<file path="config.mk">
export PLATFORM = sky130hd
export DESIGN_NAME = adc_ctrl
export DESIGN_NICKNAME = d
export VERILOG_FILES = /design/src/rtl/adc_ctrl_pkg.sv /design/src/rtl/adc_ctrl_eoc_sync.sv /design/src/rtl/adc_ctrl.sv
export SDC_FILE = /design/constraint.sdc
export NUM_CORES = 1
export LEC_CHECK = 0
export CORE_ASPECT_RATIO = 0.5
export CORE_UTILIZATION = 59
export DETAILED_ROUTE_END_ITERATION = 8
export GPL_TIMING_DRIVEN = 0
export PLACE_DENSITY = 0.83
export SETUP_SLACK_MARGIN = 0.3
export SYNTH_ARGS = -nofsm -noshare
export SYNTH_HDL_FRONTEND = slang
export SYNTH_SLANG_ARGS = --single-unit
</file>
<file path="constraint.sdc">
create_clock -name clk -period 3.1 [get_ports clk]
set_input_delay 0.465 -clock clk [delete_from_list [all_inputs] [get_ports clk]]
set_output_delay 0.465 -clock clk [all_outputs]
set_load 0.1 [all_outputs]
</file>
<file path="src/rtl/adc_ctrl_pkg.sv">
// adc_ctrl_pkg: FSM state type and default timing constants for the AD7822 controller
package adc_ctrl_pkg;
  typedef enum logic [2:0] {IDLE, CONV, WAIT_EOC, READ, DONE} state_e;
  localparam int SAMPLE_DIV_DEF  = 2500;
  localparam int CONVST_CYC_DEF  = 2;
  localparam int RD_CYC_DEF      = 3;
  localparam int EOC_TIMEOUT_DEF = 64;
endpackage

</file>
<file path="src/rtl/adc_ctrl_eoc_sync.sv">
// eoc_sync: brings the asynchronous end-of-conversion strobe into clk and flags its falling edge
module eoc_sync (
  input  logic clk,
  input  logic reset_n,
  input  logic adc_eoc_n,
  output logic eoc_fall
);
  logic [2:0] sync_q;
  // two metastability stages then one history stage; all idle high
  always_ff @(posedge clk) begin
    if (!reset_n) sync_q <= 3'b111;
    else sync_q <= {sync_q[1:0], adc_eoc_n};
  end
  assign eoc_fall = sync_q[2] & ~sync_q[1];
endmodule

</file>
<file path="src/rtl/adc_ctrl.sv">
// adc_ctrl: periodic AD7822 conversion sequencer with valid/ready sample output and sticky errors
module adc_ctrl
  import adc_ctrl_pkg::*;
#(
  parameter int SAMPLE_DIV  = SAMPLE_DIV_DEF,
  parameter int CONVST_CYC  = CONVST_CYC_DEF,
  parameter int RD_CYC      = RD_CYC_DEF,
  parameter int EOC_TIMEOUT = EOC_TIMEOUT_DEF
) (
  input  logic       clk,
  input  logic       reset_n,
  input  logic       sample_en,
  input  logic [7:0] adc_db,
  input  logic       adc_eoc_n,
  output logic       adc_convst_n,
  output logic       adc_cs_n,
  output logic       adc_rd_n,
  output logic [7:0] sample_data,
  output logic       sample_valid,
  input  logic       sample_ready,
  output logic       overrun,
  output logic       timeout_err,
  input  logic       err_clr
);
  localparam int CW = $clog2(SAMPLE_DIV + 1);
  localparam int TW = 16;
  state_e state_q, state_d;
  logic [CW-1:0] cnt_q;
  logic [TW-1:0] cyc_q, cyc_d;
  logic [7:0] rd_data_q, data_q;
  logic convst_n_q, cs_n_q, rd_n_q, valid_q, ovr_q, to_q;
  logic tick, eoc_fall, timeout;

  eoc_sync u_eoc_sync (
    .clk       (clk),
    .reset_n   (reset_n),
    .adc_eoc_n (adc_eoc_n),
    .eoc_fall  (eoc_fall)
  );

  assign tick    = cnt_q == CW'(SAMPLE_DIV - 1);
  assign timeout = state_q == WAIT_EOC && !eoc_fall && cyc_q == TW'(EOC_TIMEOUT - 1);

  // sequence IDLE -> CONV -> WAIT_EOC -> READ -> DONE; cyc_q counts cycles spent in the current state
  always_comb begin
    state_d = state_q;
    case (state_q)
      IDLE:     if (tick && sample_en) state_d = CONV;
      CONV:     if (cyc_q == TW'(CONVST_CYC - 1)) state_d = WAIT_EOC;
      WAIT_EOC: state_d = eoc_fall ? READ : timeout ? IDLE : WAIT_EOC;
      READ:     if (cyc_q == TW'(RD_CYC - 1)) state_d = DONE;
      default:  state_d = IDLE;
    endcase
    cyc_d = (state_d == state_q) ? cyc_q + TW'(1) : '0;
  end

  // strobes are registered from the next state so they line up exactly with CONV and READ
  always_ff @(posedge clk) begin
    if (!reset_n) begin
      state_q    <= IDLE;
      cnt_q      <= '0;
      cyc_q      <= '0;
      convst_n_q <= 1'b1;
      cs_n_q     <= 1'b1;
      rd_n_q     <= 1'b1;
      rd_data_q  <= '0;
      data_q     <= '0;
      valid_q    <= 1'b0;
      ovr_q      <= 1'b0;
      to_q       <= 1'b0;
    end else begin
      state_q    <= state_d;
      cnt_q      <= tick ? '0 : cnt_q + CW'(1);
      cyc_q      <= cyc_d;
      convst_n_q <= state_d != CONV;
      cs_n_q     <= state_d != READ;
      rd_n_q     <= state_d != READ;
      if (state_q == READ && state_d == DONE) rd_data_q <= adc_db;
      if (state_q == DONE) data_q <= rd_data_q;
      valid_q    <= state_q == DONE || (valid_q && !sample_ready);
      ovr_q      <= (state_q == DONE && valid_q && !sample_ready) || (ovr_q && !err_clr);
      to_q       <= timeout || (to_q && !err_clr);
    end
  end

  assign adc_convst_n = convst_n_q;
  assign adc_cs_n     = cs_n_q;
  assign adc_rd_n     = rd_n_q;
  assign sample_data  = data_q;
  assign sample_valid = valid_q;
  assign overrun      = ovr_q;
  assign timeout_err  = to_q;
endmodule

</file>
After elaboration in Yosys (flattened, before gate mapping). Cells that the tools add are included.

Register bits: 55. Input port bits: 14. Output and inout bits: 14. Word-level logic and storage cells: 52.

$add $sub $neg: 2. Eq/ne operators: 12. Mux-type cells: 6. Bitwise operators: 3. Reduce and logical (&&, ||, !) cells: 18.

Operator list (count): 16-bit by 1-bit adder with 16-bit output (second input constant) (1); 16-bit by 1-bit == test with 1-bit output (second input constant) (1); 16-bit by 2-bit == test with 1-bit output (second input constant) (1); 16-bit by 6-bit == test with 1-bit output (second input constant) (1); 12-bit by 1-bit adder with 12-bit output (second input constant) (1); 12-bit == test (second input constant) (1); 3-bit one-hot mux with 4 select lines (1); 1-bit logical AND (9); 3-bit 2-to-1 mux (3); 3-bit by 2-bit == test with 1-bit output (second input constant) (2); 3-bit == test (second input constant) (2); 2-bit 2-to-1 mux (2); 3-bit by 1-bit == test with 1-bit output (second input constant) (1); 3-bit == test (1); 1-bit zero test (3); 3-bit zero test (1); 1-bit logical OR (3); 3-bit by 1-bit inequality test with 1-bit output (second input constant) (1); 3-bit by 2-bit inequality test with 1-bit output (second input constant) (1); 1-bit inverter (2); 2-bit AND reduction (1); 2-bit OR reduction (1); 1-bit AND (1).

Longest topological paths before layout. Gate-level depths: netlist (run 1).

Word-level depth: 10. Depth in mapped cells: 7. Mapped depth without buffers: 6.

Modules after synthesis. From an unflattened synthesis (run 1), not the netlist that was laid out.

Cells, all modules: 258. Area total of the unflattened synthesis: 2423.6 um2.

Modules (own cells, without submodules): adc_ctrl (instances 1, cells each 251, area an instance 2338.5 um2, seq. area each 1041.0 um2); eoc_sync (instances 1, cells each 7, area an instance 85.1 um2, seq. area each 60.1 um2).

Worst setup path after synthesis (run 1). No wires, ideal clock.

Kind: register to output. Start point: reg rd_n_q, in the netlist adc_rd_n. End point: out adc_rd_n. Arrival: 1356 ps. Data required time: 2635 ps. Setup slack: 1279 ps. Cell stages (with the launch flop): 2. Buffers on the path: 1. Path through: dfxtp_1 -> buf_4.

RTL lines: from (decl) (line adc_ctrl.sv:31) `logic convst_n_q, cs_n_q, rd_n_q, valid_q, ovr_q, to_q;`; from (signal assigned) (line adc_ctrl.sv:65) `rd_n_q <= 1'b1;`; from (signal assigned) (line adc_ctrl.sv:77) `rd_n_q <= state_d != READ;`; to (decl) (line adc_ctrl.sv:17) `output logic adc_rd_n,`.

No word-level cell between the ends.

Worst setup path after layout (run 1).
Start point: reg rd_n_q, in the netlist adc_rd_n. End point: out adc_rd_n.

No word-level cell between the ends.

==> key figures, run 1 <==
Clock network
  • CTS H-tree depth: 2
  • CTS Buffer Depth: 2
  • Num CTS Buffers: 5
  • Cts hold-fix bufs: 0
  • CTS tree: built
  • Clock Sinks: 55
  • Worst-path clk slew: 0.09 ns
  • Clock root buffer: clkbuf_8
  • Clock latency on the worst-skew pair: 0.30 ns
  • # resized after CTS: 0
  • Setup repair bufs after CTS: 0

Synth
  • Synth Net Count: 295
  • Asr flop ratio synth: 0%
  • Gate Count Post-Synth: 277
  • EDFF count, synth: 0
  • Seq/Total Area, Yosys: 45.79%
  • Top FF cell, synth: dfxtp_1
  • Register bit total from synthesis: 55
  • Mapped Area: 2405 sq um
  • Synth warn: 0
  • Cell variety after synth: 42
  • Post-Syn Area per Cell: 8.682 sq um

Die
  • Initial core utilization: 65.71%
  • Die X: 92.29 um
  • Die H: 47.15 um
  • Core Area: 3660 sq um
  • I/O pins: 28
  • Die Area: 4351 sq um
  • FP Rows: 15

Worst setup path
  • Crit-path slowest cell: clkdlybuf4s50_1
  • Worst stage delay on the critical path: 1.12 ns
  • Critical path class: flip-flop to output pin
  • Critical Path Stages: 2
  • Worst R2R Setup Slack: 1.25 ns
  • R2r endpoint: cyc_q[13]$_SDFF_PN0_
  • Crit path max fanout: 2
  • Crit path to: adc_rd_n
  • CP Data Arrival Time: 1.85 ns
  • Reg2Reg Depth: 6
  • Top Family by Delay on Critical Path: buffers and inverters
  • Worst Path Buf+Inv: 2
  • Crit path cell chain: buf_4, clkdlybuf4s50_1
  • Required time of the critical path: 2.63 ns
  • Crit end category: output pin
  • Startpoint Class: flip-flop
  • R2R Path Start: cnt_q[0]$_SDFF_PP0_
  • CP startpoint: adc_rd_n$_SDFF_PN1_

Global route
  • Initial antenna violation count: 0
  • Grt total ovfl: 0
  • Largest net degree at the start of global routing: 18
  • GRT Total Usage: 25.07%
  • First-pass GRT wire length: 8286 um
  • Number of global-route vias before repair: 1869

STA
  • Slew margin rel.: 34.27%
  • Worst-margin pin slew: 0.9828 ns
  • Final Max Slew Viols: 0
  • Final Hold Viols: 0
  • Final worst-path cycle share: 74.57%
  • RSZ-0062 raised after global routing: false
  • Fmax: 432.6 MHz
  • Setup TNS Final: 0 ns
  • Hold_ws: 0.4213 ns
  • Clock Skew: 0.009195 ns
  • Minimum clock period: 2.312 ns
  • Final Setup Violations: 0
  • Final worst slack: 0.7883 ns

Placed design
  • # port buffers: 27
  • DP Worst Slack: 1.067 ns
  • Final Wtd Congestion: 0.8359
  • Final HPWL from detailed placement: 3694 um

Cells and area
  • Share of layout cells above drive strength 1: 6.731%
  • Fill cells: 276
  • Antenna cell count: 0
  • Nets: 329
  • Util after Layout: 77.27%
  • Synthesis-to-finish area growth: 17.59%

Power
  • P_leak: 0.0009697 uW
  • Power Density: 417.5 nW/um^2
  • Worst vdd ir: 0.0002957 V
  • Final Power: 1181 uW

Route
  • Antenna Nets Post-Route: 0
  • Vias/cell: 5.689
  • Initial DRC count: 122
  • Avg WL per Cell: 14.01 um
  • DRC violations left: 0
  • Drt total wl: 5086 um
  • Drt first pass iters: 5
  • Via count: 2065

Run status
  • Status: complete, no violations

Hold path
  • Worst min-delay path class: flip-flop to flip-flop

Job
  • Max-cap violations: 0
-- worst min path at each step --
stage	start	endpoint	cells after the start
final	u_eoc_sync.sync_q[0]$_SDFF_PN1_	u_eoc_sync.sync_q[1]$_SDFF_PN1_	1
after global routing	u_eoc_sync.sync_q[0]$_SDFF_PN1_	u_eoc_sync.sync_q[1]$_SDFF_PN1_	1
after CTS	u_eoc_sync.sync_q[0]$_SDFF_PN1_	u_eoc_sync.sync_q[1]$_SDFF_PN1_	1
after detailed placement	u_eoc_sync.sync_q[0]$_SDFF_PN1_	u_eoc_sync.sync_q[1]$_SDFF_PN1_	1
after global placement	u_eoc_sync.sync_q[0]$_SDFF_PN1_	u_eoc_sync.sync_q[1]$_SDFF_PN1_	1
after floorplan	u_eoc_sync.sync_q[0]$_SDFF_PN1_	u_eoc_sync.sync_q[1]$_SDFF_PN1_	1
-- power breakdown --
group          leakage (uW)  switching, uW  internal (uW)  total [uW]
Sequential         0.000445           8.28            715         723
Clock             0.0000402            228            158         385
Combinational      0.000485           38.0           34.6        72.6
Total              0.000970            274            907        1180
-- Yosys cell counts, types with 2 or more instances --
cell type	instances	share of area (%)
o21ai_0	10	2.1
nand4_1	10	2.6
nand3_1	20	4.2
nor2_1	30	4.7
xnor2_1	9	3.3
nor4b_1	3	1.1
nor4_2	2	1.0
nor2b_1	2	0.52
inv_1	5	0.78
dfxtp_1	55	46
and4_1	3	1.1
buf_6	2	0.94
and2_1	3	0.78
nand2_1	26	4.1
a21oi_1	22	4.6
nor3b_1	2	0.62
or3_1	3	0.78
nand2b_1	7	1.8
and3_1	6	1.6
nor3_1	6	1.2
nor4_1	2	0.52
a211oi_1	5	1.6
clkbuf_1	7	1.1
buf_2	4	0.83
ha_1	4	2.1
xor2_1	12	4.4
buf_4	2	0.62
-- area by class of cell --
type                            instances  area [sq um]  area share [%]
Clock buffer                            5         68.82           2.434
Multi-Input combinational cell        202          1201           42.48
Timing Repair Buffer                   27         270.3           9.558
Inverter                                5         18.77          0.6637
Sequential cell                        55          1101           38.94
Clock inverter                          3         20.02          0.7080
Buffer                                 15         83.83           2.965
Tap cell                               51         63.81           2.257
-- per-layer routing --
metal,part of all wire [%],up-vias,global-route usage [%]
met4,0.24,0,6.563
li1,-,1034,-
met5,0,-,0
met3,4.6,2,6.311
met2,49,45,45.22
met1,46,984,31.47
-- cell usage in the layout, fill, tap and decap left out, drive strengths merged, types with 2 or more instances in the layout --
cell type,count
a211oi,5
a21oi,22
and2,3
and3,6
and4,3
buf,8
clkbuf,12
clkdlybuf4s50,27
clkinvlp,2
dfxtp,55
ha,4
inv,5
nand2,26
nand2b,7
nand3,20
nand4,10
nor2,30
nor2b,2
nor3,6
nor3b,2
nor4,4
nor4b,3
o21ai,11
o21bai,2
or3,3
xnor2,9
xor2,12
-- registers in the layout, summed over array words and instances (netlist names) --
name,count
sample_valid,1
u_eoc_sync.sync_q,3
adc_convst_n,1
cyc_q,16
overrun,1
sample_data,8
state_q,3
cnt_q,12
adc_rd_n,1
rd_data_q,8
timeout_err,1
-- cells by family (layout without fill, tap and decap cells) --
group	after synthesis	after routing	share of synthesized area, %
xor+xnor	21	21	7.648
fa+ha+maj	4	4	2.081
buf+inv	20	55	4.266
mux	1	1	0.4682
simple gates	130	130	28.36
flops	55	55	45.79
compound gates	46	46	11.40
-- metrics by stage --
step                area (sq um)  instances
floorplan                   2405        277
global placement            2739        355
detailed placement          2739        355
CTS                         2828        363
global route                2828        363
finish                      2828        363
(Power assumes the default switching activity.)
==> inputs of run 2 (changes only) <==
--- a/config.mk
+++ b/config.mk
@@ -6,10 +6,10 @@
 export NUM_CORES = 1
 export LEC_CHECK = 0
 export CORE_ASPECT_RATIO = 0.5
-export CORE_UTILIZATION = 59
+export CORE_UTILIZATION = 55
 export DETAILED_ROUTE_END_ITERATION = 8
 export GPL_TIMING_DRIVEN = 0
-export PLACE_DENSITY = 0.83
+export PLACE_DENSITY = 0.79
 export SETUP_SLACK_MARGIN = 0.3
 export SYNTH_ARGS = -nofsm -noshare
 export SYNTH_HDL_FRONTEND = slang
==> constraint.sdc (replaced) <==
create_clock -name clk -period 2.2 [get_ports clk]
set_input_delay 0.33 -clock clk [delete_from_list [all_inputs] [get_ports clk]]
set_output_delay 0.33 -clock clk [all_outputs]
set_load 0.1 [all_outputs]
==> run 2 against run 1 <==
Against the previous run:
- combinational power rose by 42%
- cell area rose by 0.44%
- sequential power rose by 41%
- critical endpoint is now sample_valid
- largest cell class unchanged
==> key figures, run 2 (synthesized netlist as in run 1, its figures left out) <==
Run status
  • Status: complete, no violations (unchanged)

Cells and area
  • Max reg flops: 16 (unchanged)
  • Antenna cell count: 0 (unchanged)
  • Synthesis-to-finish area growth: 18.11% (was 17.59%)
  • Nets: 329 (unchanged)
  • Most common cell after layout, fill and taps aside: dfxtp_1 (unchanged)
  • Largest Register: cyc_q (unchanged)
  • Share of layout cells above drive strength 1: 7.692% (was 6.731%)
  • Biggest regs: cyc_q x16, cnt_q x12 (unchanged)
  • Most frequent cells in the layout: dfxtp_1, nor2_1, nand2_1 (was dfxtp_1, nor2_1, clkdlybuf4s50_1)

Die
  • Die X: 95.52 um (was 92.29 um)
  • Die Area: 4657 sq um (was 4351 sq um)
  • Core Area: 4044 sq um (was 3660 sq um)
  • Die H: 48.76 um (was 47.15 um)
  • I/O pins: 28 (unchanged)
  • Initial core utilization: 59.47% (was 65.71%)
  • FP Rows: 16 (was 15)

Global route
  • Grt total ovfl: 0 (unchanged)
  • Number of global-route vias before repair: 1956 (was 1869)
  • Largest net degree at the start of global routing: 20 (was 18)
  • Initial antenna violation count: 0 (unchanged)
  • First-pass GRT wire length: 8735 um (was 8286 um)
  • GRT Total Usage: 24.38% (was 25.07%)

Route
  • Antenna Nets Post-Route: 0 (unchanged)
  • DRC violations left: 0 (unchanged)
  • Via count: 2045 (was 2065)
  • Drt total wl: 5173 um (was 5086 um)
  • Avg WL per Cell: 14.13 um (was 14.01 um)
  • Drt first pass iters: 4 (was 5)
  • Initial DRC count: 97 (was 122)
  • Vias/cell: 5.587 (was 5.689)

STA
  • Fmax: 537.9 MHz
  • Worst-margin pin slew: 0.9672 ns (was 0.9828 ns)
  • Minimum clock period: 1.859 ns
  • RSZ-0062 raised after global routing: false (unchanged)
  • Final Hold Viols: 0 (unchanged)
  • Setup TNS Final: 0 ns (unchanged)
  • Clock Skew: 0.01140 ns (was 0.009195 ns)
  • Final worst slack: 0.3411 ns (was 0.7883 ns)
  • Final Max Slew Viols: 0 (unchanged)
  • Final worst-path cycle share: 84.50%
  • Final Setup Violations: 0 (unchanged)
  • Slew margin rel.: 35.78% (was 34.27%)

Hold path
  • Worst min-delay path class: flip-flop to flip-flop (unchanged)
  • Hold_sp: u_eoc_sync.sync_q[0]$_SDFF_PN1_ (unchanged)
  • Hold Path Depth: 1 (unchanged)
  • Hold path endpoint: u_eoc_sync.sync_q[1]$_SDFF_PN1_ (unchanged)

Clock network
  • Setup repair bufs after CTS: 0 (unchanged)
  • Clock root buffer: clkbuf_8 (unchanged)
  • CTS tree: built (unchanged)
  • Worst-path clk slew: 0.10 ns (was 0.09 ns)
  • CTS H-tree depth: 2 (unchanged)
  • CTS Buffer Depth: 2 (unchanged)
  • Num CTS Buffers: 5 (unchanged)
  • Clock latency on the worst-skew pair: 0.32 ns (was 0.30 ns)
  • Clock Sinks: 55 (unchanged)

Worst setup path
  • Required time of the critical path: 1.87 ns (was 2.63 ns)
  • Reg2Reg Depth: 6 (unchanged)
  • Crit path max fanout: 2 (unchanged)
  • Crit path cell chain: dlygate4sd2_1 (was buf_4, clkdlybuf4s50_1)
  • R2r endpoint: cyc_q[14]$_SDFF_PN0_ (was cyc_q[13]$_SDFF_PN0_)
  • Startpoint Class: flip-flop (unchanged)
  • R2R Path Start: cnt_q[0]$_SDFF_PP0_ (unchanged)
  • CP Data Arrival Time: 1.53 ns (was 1.85 ns)
  • Critical path class: flip-flop to output pin (unchanged)
  • Worst stage delay on the critical path: 0.86 ns (was 1.12 ns)
  • Crit end category: output pin (unchanged)
  • Crit-path slowest cell: dlygate4sd2_1 (was clkdlybuf4s50_1)
  • Top Family by Delay on Critical Path: buffers and inverters (unchanged)
  • Worst Path Buf+Inv: 1 (was 2)
  • Worst R2R Setup Slack: 0.43 ns (was 1.25 ns)

Job
  • Max-cap violations: 0 (unchanged)

Power
  • P_leak: 0.001035 uW (was 0.0009697 uW)
  • Worst vdd ir: 0.0004153 V (was 0.0002957 V)
  • Power Density: 605.5 nW/um^2 (was 417.5 nW/um^2)

Placed design
  • # port buffers: 27 (unchanged)
  • DP Worst Slack: 0.3280 ns (was 1.067 ns)
  • Final Wtd Congestion: 0.8707 (was 0.8359)
  • Final HPWL from detailed placement: 3724 um (was 3694 um)
[run 2: cell types whose count changed in the layout (fill, tap and decap cells not counted), moves of 2 or more]
| cell | before | now |
|---|---|---|
| nor4_2 | 2 | 0 |
| clkbuf_2 | 0 | 2 |
| dlygate4sd2_1 | 0 | 11 |
| clkinv_4 | 0 | 2 |
| clkdlybuf4s50_1 | 27 | 13 |
| nor4_4 | 0 | 2 |
| clkinvlp_4 | 2 | 0 |
[run 2: repair_timing]
action / CTS / global route
gates resized for setup: 14 / 9
setup endpoints to repair: 14 / 27
pin swaps: 0 / 0
hold buffers: 0 / 0
[run 2: how the worst max path moves through the flow]
stage	cells past startpoint	end	from	slack, ns
5_1_grt	1	sample_data[2]	sample_data[2]$_SDFFE_PN0N_	0.30
4_1_cts	2	adc_rd_n	adc_rd_n$_SDFF_PN1_	0.25
6_report	1	sample_valid	sample_valid$_SDFF_PN0_	0.34
2_1_floorplan	1	adc_rd_n	adc_rd_n$_SDFF_PN1_	0.51
3_5_place_dp	2	adc_rd_n	adc_rd_n$_SDFF_PN1_	0.33
3_3_place_gp	2	adc_rd_n	adc_rd_n$_SDFF_PN1_	0.36
[run 2: final cells by class]
class / instances / area, sq um
buffer: 15 / 83.83
clock inverter: 3 / 28.78
multi-input combinational: 202 / 1225
sequential: 55 / 1101
fill: 332 / 1204
clock buffer: 5 / 68.82
tap: 54 / 67.56
timing repair buffer: 27 / 246.5
inverter: 5 / 18.77
[run 2: layer usage]
layer	vias to the layer above	GRT usage, %	part of all wire [%]
li1	1033	-	-
met1	966	32.51	48
met5	-	0	0
met3	10	6.289	4.1
met4	0	7.463	1.1
met2	36	38.81	46
[run 2: through the flow]
stage               hold slack [ns]  util [%]  instances  cell area (sq um)  power [uW]
finish                       0.4197     70.24        366               2840        1720
global route                 0.4500     70.24        366               2840        1785
CTS                          0.4225     69.80        366               2823        1735
detailed placement           0.3977     67.82        358               2743        1144
global placement             0.3897     67.82        358               2743        1140
floorplan                    0.3863         -        277               2405        1098
[run 2: power by group]
part / switching, uW / total [uW] / internal, uW
clock network: 360 / 597 / 237
registers: 12.7 / 1020 / 1010
logic: 53.7 / 103 / 49.6
total: 426 / 1720 / 1290
==> inputs of run 3 (changes only) <==
--- a/config.mk
+++ b/config.mk
@@ -6,10 +6,10 @@
 export NUM_CORES = 1
 export LEC_CHECK = 0
 export CORE_ASPECT_RATIO = 0.5
-export CORE_UTILIZATION = 55
+export CORE_UTILIZATION = 50
 export DETAILED_ROUTE_END_ITERATION = 8
 export GPL_TIMING_DRIVEN = 0
-export PLACE_DENSITY = 0.79
+export PLACE_DENSITY = 0.75
 export SETUP_SLACK_MARGIN = 0.3
 export SYNTH_ARGS = -nofsm -noshare
 export SYNTH_HDL_FRONTEND = slang
==> constraint.sdc (replaced) <==
create_clock -name clk -period 1.65 [get_ports clk]
set_input_delay 0.2475 -clock clk [delete_from_list [all_inputs] [get_ports clk]]
set_output_delay 0.2475 -clock clk [all_outputs]
set_load 0.1 [all_outputs]
==> run 3 against run 2 <==
Against the previous run:
- combinational power increased by 120%
- worst setup slack lost 0.33 ns
- cell area rose by 17%
- non-clock buffer count grew 15
- sequential cell count unchanged
- clock power up 28%
- critical path depth increased by 4
- sequential share of layout area down 4.4 points
- die area is 9.7% higher
- critical path type is now flip-flop to flip-flop
- core utilization rose by 3.4 points
- largest cell class unchanged
- sequential power up 33%
- first-iteration DRC count fell by 16%
==> key figures, run 3 (synthesized netlist as in run 1, its figures left out) <==
Placed design
  • Final Wtd Congestion: 0.8061 (was 0.8707)
  • # port buffers: 27 (unchanged)
  • Final HPWL from detailed placement: 3684 um (was 3724 um)

Power
  • P_leak: 0.001132 uW (was 0.001035 uW)
  • Worst vdd ir: 0.0004101 V (was 0.0004153 V)
  • Power Density: 709.2 nW/um^2 (was 605.5 nW/um^2)

Worst setup path
  • Crit end category: flip-flop (was output pin)
  • R2r endpoint: cyc_q[13]$_SDFF_PN0_ (was cyc_q[14]$_SDFF_PN0_)
  • Crit-path slowest cell: nor4_4 (was dlygate4sd2_1)
  • Top Family by Delay on Critical Path: simple AND/OR/NAND/NOR gates (was buffers and inverters)
  • Worst R2R Setup Slack: 0.008 ns (was 0.43 ns)
  • Worst Path Buf+Inv: 1 (unchanged)
  • Reg2Reg Depth: 5 (was 6)
  • Crit path max fanout: 6 (was 2)
  • Startpoint Class: flip-flop (unchanged)
  • Critical path class: flip-flop to flip-flop (was flip-flop to output pin)
  • Crit path cell chain: nor4_4, nand4_1, o211ai_4, buf_6, a21oi_2 (was dlygate4sd2_1)
  • Required time of the critical path: 1.85 ns (was 1.87 ns)
  • CP Data Arrival Time: 1.84 ns (was 1.53 ns)
  • R2R Path Start: cyc_q[9]$_SDFF_PN0_ (was cnt_q[0]$_SDFF_PP0_)
  • Worst stage delay on the critical path: 0.38 ns (was 0.86 ns)

Route
  • Via count: 2184 (was 2045)
  • Antenna Nets Post-Route: 0 (unchanged)
  • Avg WL per Cell: 15.88 um (was 14.13 um)
  • Drt first pass iters: 4 (unchanged)
  • DRC violations left: 0 (unchanged)
  • Vias/cell: 5.571 (was 5.587)
  • Drt total wl: 6224 um (was 5173 um)
  • Initial DRC count: 81 (was 97)

Cells and area
  • Most frequent cells in the layout: dfxtp_1, nand2_1, nor2_1 (was dfxtp_1, nor2_1, nand2_1)
  • Share of layout cells above drive strength 1: 37.73% (was 7.692%)
  • FF/Latch Area: 1140 sq um (was 1101 sq um)
  • Largest Register: cyc_q (unchanged)
  • Fill cells: 325 (was 332)
  • Most common cell after layout, fill and taps aside: dfxtp_1 (unchanged)
  • Biggest regs: cyc_q x16, cnt_q x12 (unchanged)
  • Antenna cell count: 0 (unchanged)
  • Multi-input logic area: 1523 sq um (was 1225 sq um)
  • Max reg flops: 16 (unchanged)
  • Synthesis-to-finish area growth: 38.09% (was 18.11%)
  • Util after Layout: 73.64% (was 70.24%)
  • Nets: 344 (was 329)

Hold path
  • Worst min-delay path class: flip-flop to flip-flop (unchanged)
  • Hold_sp: u_eoc_sync.sync_q[0]$_SDFF_PN1_ (unchanged)
  • Hold Path Depth: 1 (unchanged)
  • Hold path endpoint: u_eoc_sync.sync_q[1]$_SDFF_PN1_ (unchanged)

Clock network
  • Clock Sinks: 55 (unchanged)
  • Clock root buffer: clkbuf_8 (unchanged)
  • CTS H-tree depth: 2 (unchanged)
  • CTS tree: built (unchanged)
  • CTS Buffer Depth: 2 (unchanged)
  • Num CTS Buffers: 5 (unchanged)
  • Cts hold-fix bufs: 0 (unchanged)
  • Clock latency on the worst-skew pair: 0.31 ns (was 0.32 ns)
  • Worst-path clk slew: 0.09 ns (was 0.10 ns)

STA
  • Final worst-path cycle share: 99.53%
  • Minimum clock period: 1.642 ns
  • Fmax: 608.9 MHz
  • Final Max Slew Viols: 0 (unchanged)
  • Final Setup Violations: 0 (unchanged)
  • Final Hold Viols: 0 (unchanged)
  • RSZ-0062 raised after global routing: true (was false)
  • Setup TNS Final: 0 ns (unchanged)
  • Slew margin rel.: 64.14% (was 35.78%)
  • Clock Skew: 0.004319 ns (was 0.01140 ns)
  • Worst-margin pin slew: 0.5378 ns (was 0.9672 ns)

Global route
  • Grt total ovfl: 0 (unchanged)
  • First-pass GRT wire length: 9142 um (was 8735 um)
  • GRT Total Usage: 23.52% (was 24.38%)
  • Number of global-route vias before repair: 1949 (was 1956)
  • Largest net degree at the start of global routing: 16 (was 20)
  • Initial antenna violation count: 0 (unchanged)

Die
  • Die H: 51.04 um (was 48.76 um)
  • FP Rows: 17 (was 16)
  • Core Area: 4509 sq um (was 4044 sq um)
  • Die X: 100.1 um (was 95.52 um)
  • Die Area: 5108 sq um (was 4657 sq um)
  • Initial core utilization: 53.33% (was 59.47%)
  • I/O pins: 28 (unchanged)

Run status
  • Status: complete, no violations (unchanged)

Job
  • Max-cap violations: 0 (unchanged)
[run 3: cell count changes in the layout (fill, tap and decap cells not counted), moves of 9 or more]
cell	before	now
dfxtp_2	0	10
buf_4	2	11
dlygate4sd2_1	11	0
dfxtp_1	55	38
nor2_1	30	19
[run 3: worst max path at each step]
stage	from	to	slack (ns)	depth (start not counted)
after floorplan	cyc_q[9]$_SDFF_PN0_	cyc_q[10]$_SDFF_PN0_	0.25	5
after global placement	adc_rd_n$_SDFF_PN1_	adc_rd_n	-0.1	2
after detailed placement	adc_rd_n$_SDFF_PN1_	adc_rd_n	-0.11	2
after CTS	cyc_q[9]$_SDFF_PN0_	cyc_q[0]$_SDFF_PN0_	0.07	5
after global routing	cnt_q[4]$_SDFF_PP0_	cyc_q[9]$_SDFF_PN0_	-0.06	5
final	cyc_q[9]$_SDFF_PN0_	cyc_q[13]$_SDFF_PN0_	0.008	5
[run 3: through the flow]
step                      cells  power [uW]  hold WS [ns]  setup slack (ns)  cell area [sq um]
after floorplan             277        1475        0.3205            0.2526               2515
after global placement      370        1532        0.3904          -0.09949               2868
after detailed placement    370        1537        0.4150           -0.1059               2868
after CTS                   384        2298        0.4413           0.07163               3049
after global routing        392        2414        0.4449          -0.05991               3321
final                       392        2355        0.4338          0.007781               3321
[run 3: final cells by class]
class	instances	share of cell area (%)
multi-input cells	202	45.86
flip-flops and latches	55	34.33
repair buffers	42	10.40
plain buffers	15	3.655
clock buffers	6	2.487
well taps	66	2.487
inverters	5	0.6405
clock inverters	1	0.1507
[run 3: timing repair]
action                     in CTS  in global routing
buffers inserted                5                  7
gates cloned                    2                  1
resized for setup             100                 63
pin swaps                      16                 27
setup endpoints to repair      64                 44
[run 3: per-layer routing]
layer	wire, um	share of wire (%)	global-route usage, %
met5	0	0	0
met2	3018	48	40.92
met4	95	1.5	8.937
met1	2844	46	29.02
met3	266	4.3	5.198
[run 3: report_power, final]
group / switching [uW] / internal, uW / leakage, uW
clock: 433 / 331 / 0.0000470
combinational: 113 / 119 / 0.000632
sequential: 22.3 / 1340 / 0.000454
total: 568 / 1790 / 0.00113
[run 3: worst register-to-register path: stages, from the launching register on]
cell and delay, ns:
dfxtp_4 0.36, nor4_4 0.38, nand4_1 0.22, o211ai_4 0.35
buf_6 0.18, a21oi_2 0.04
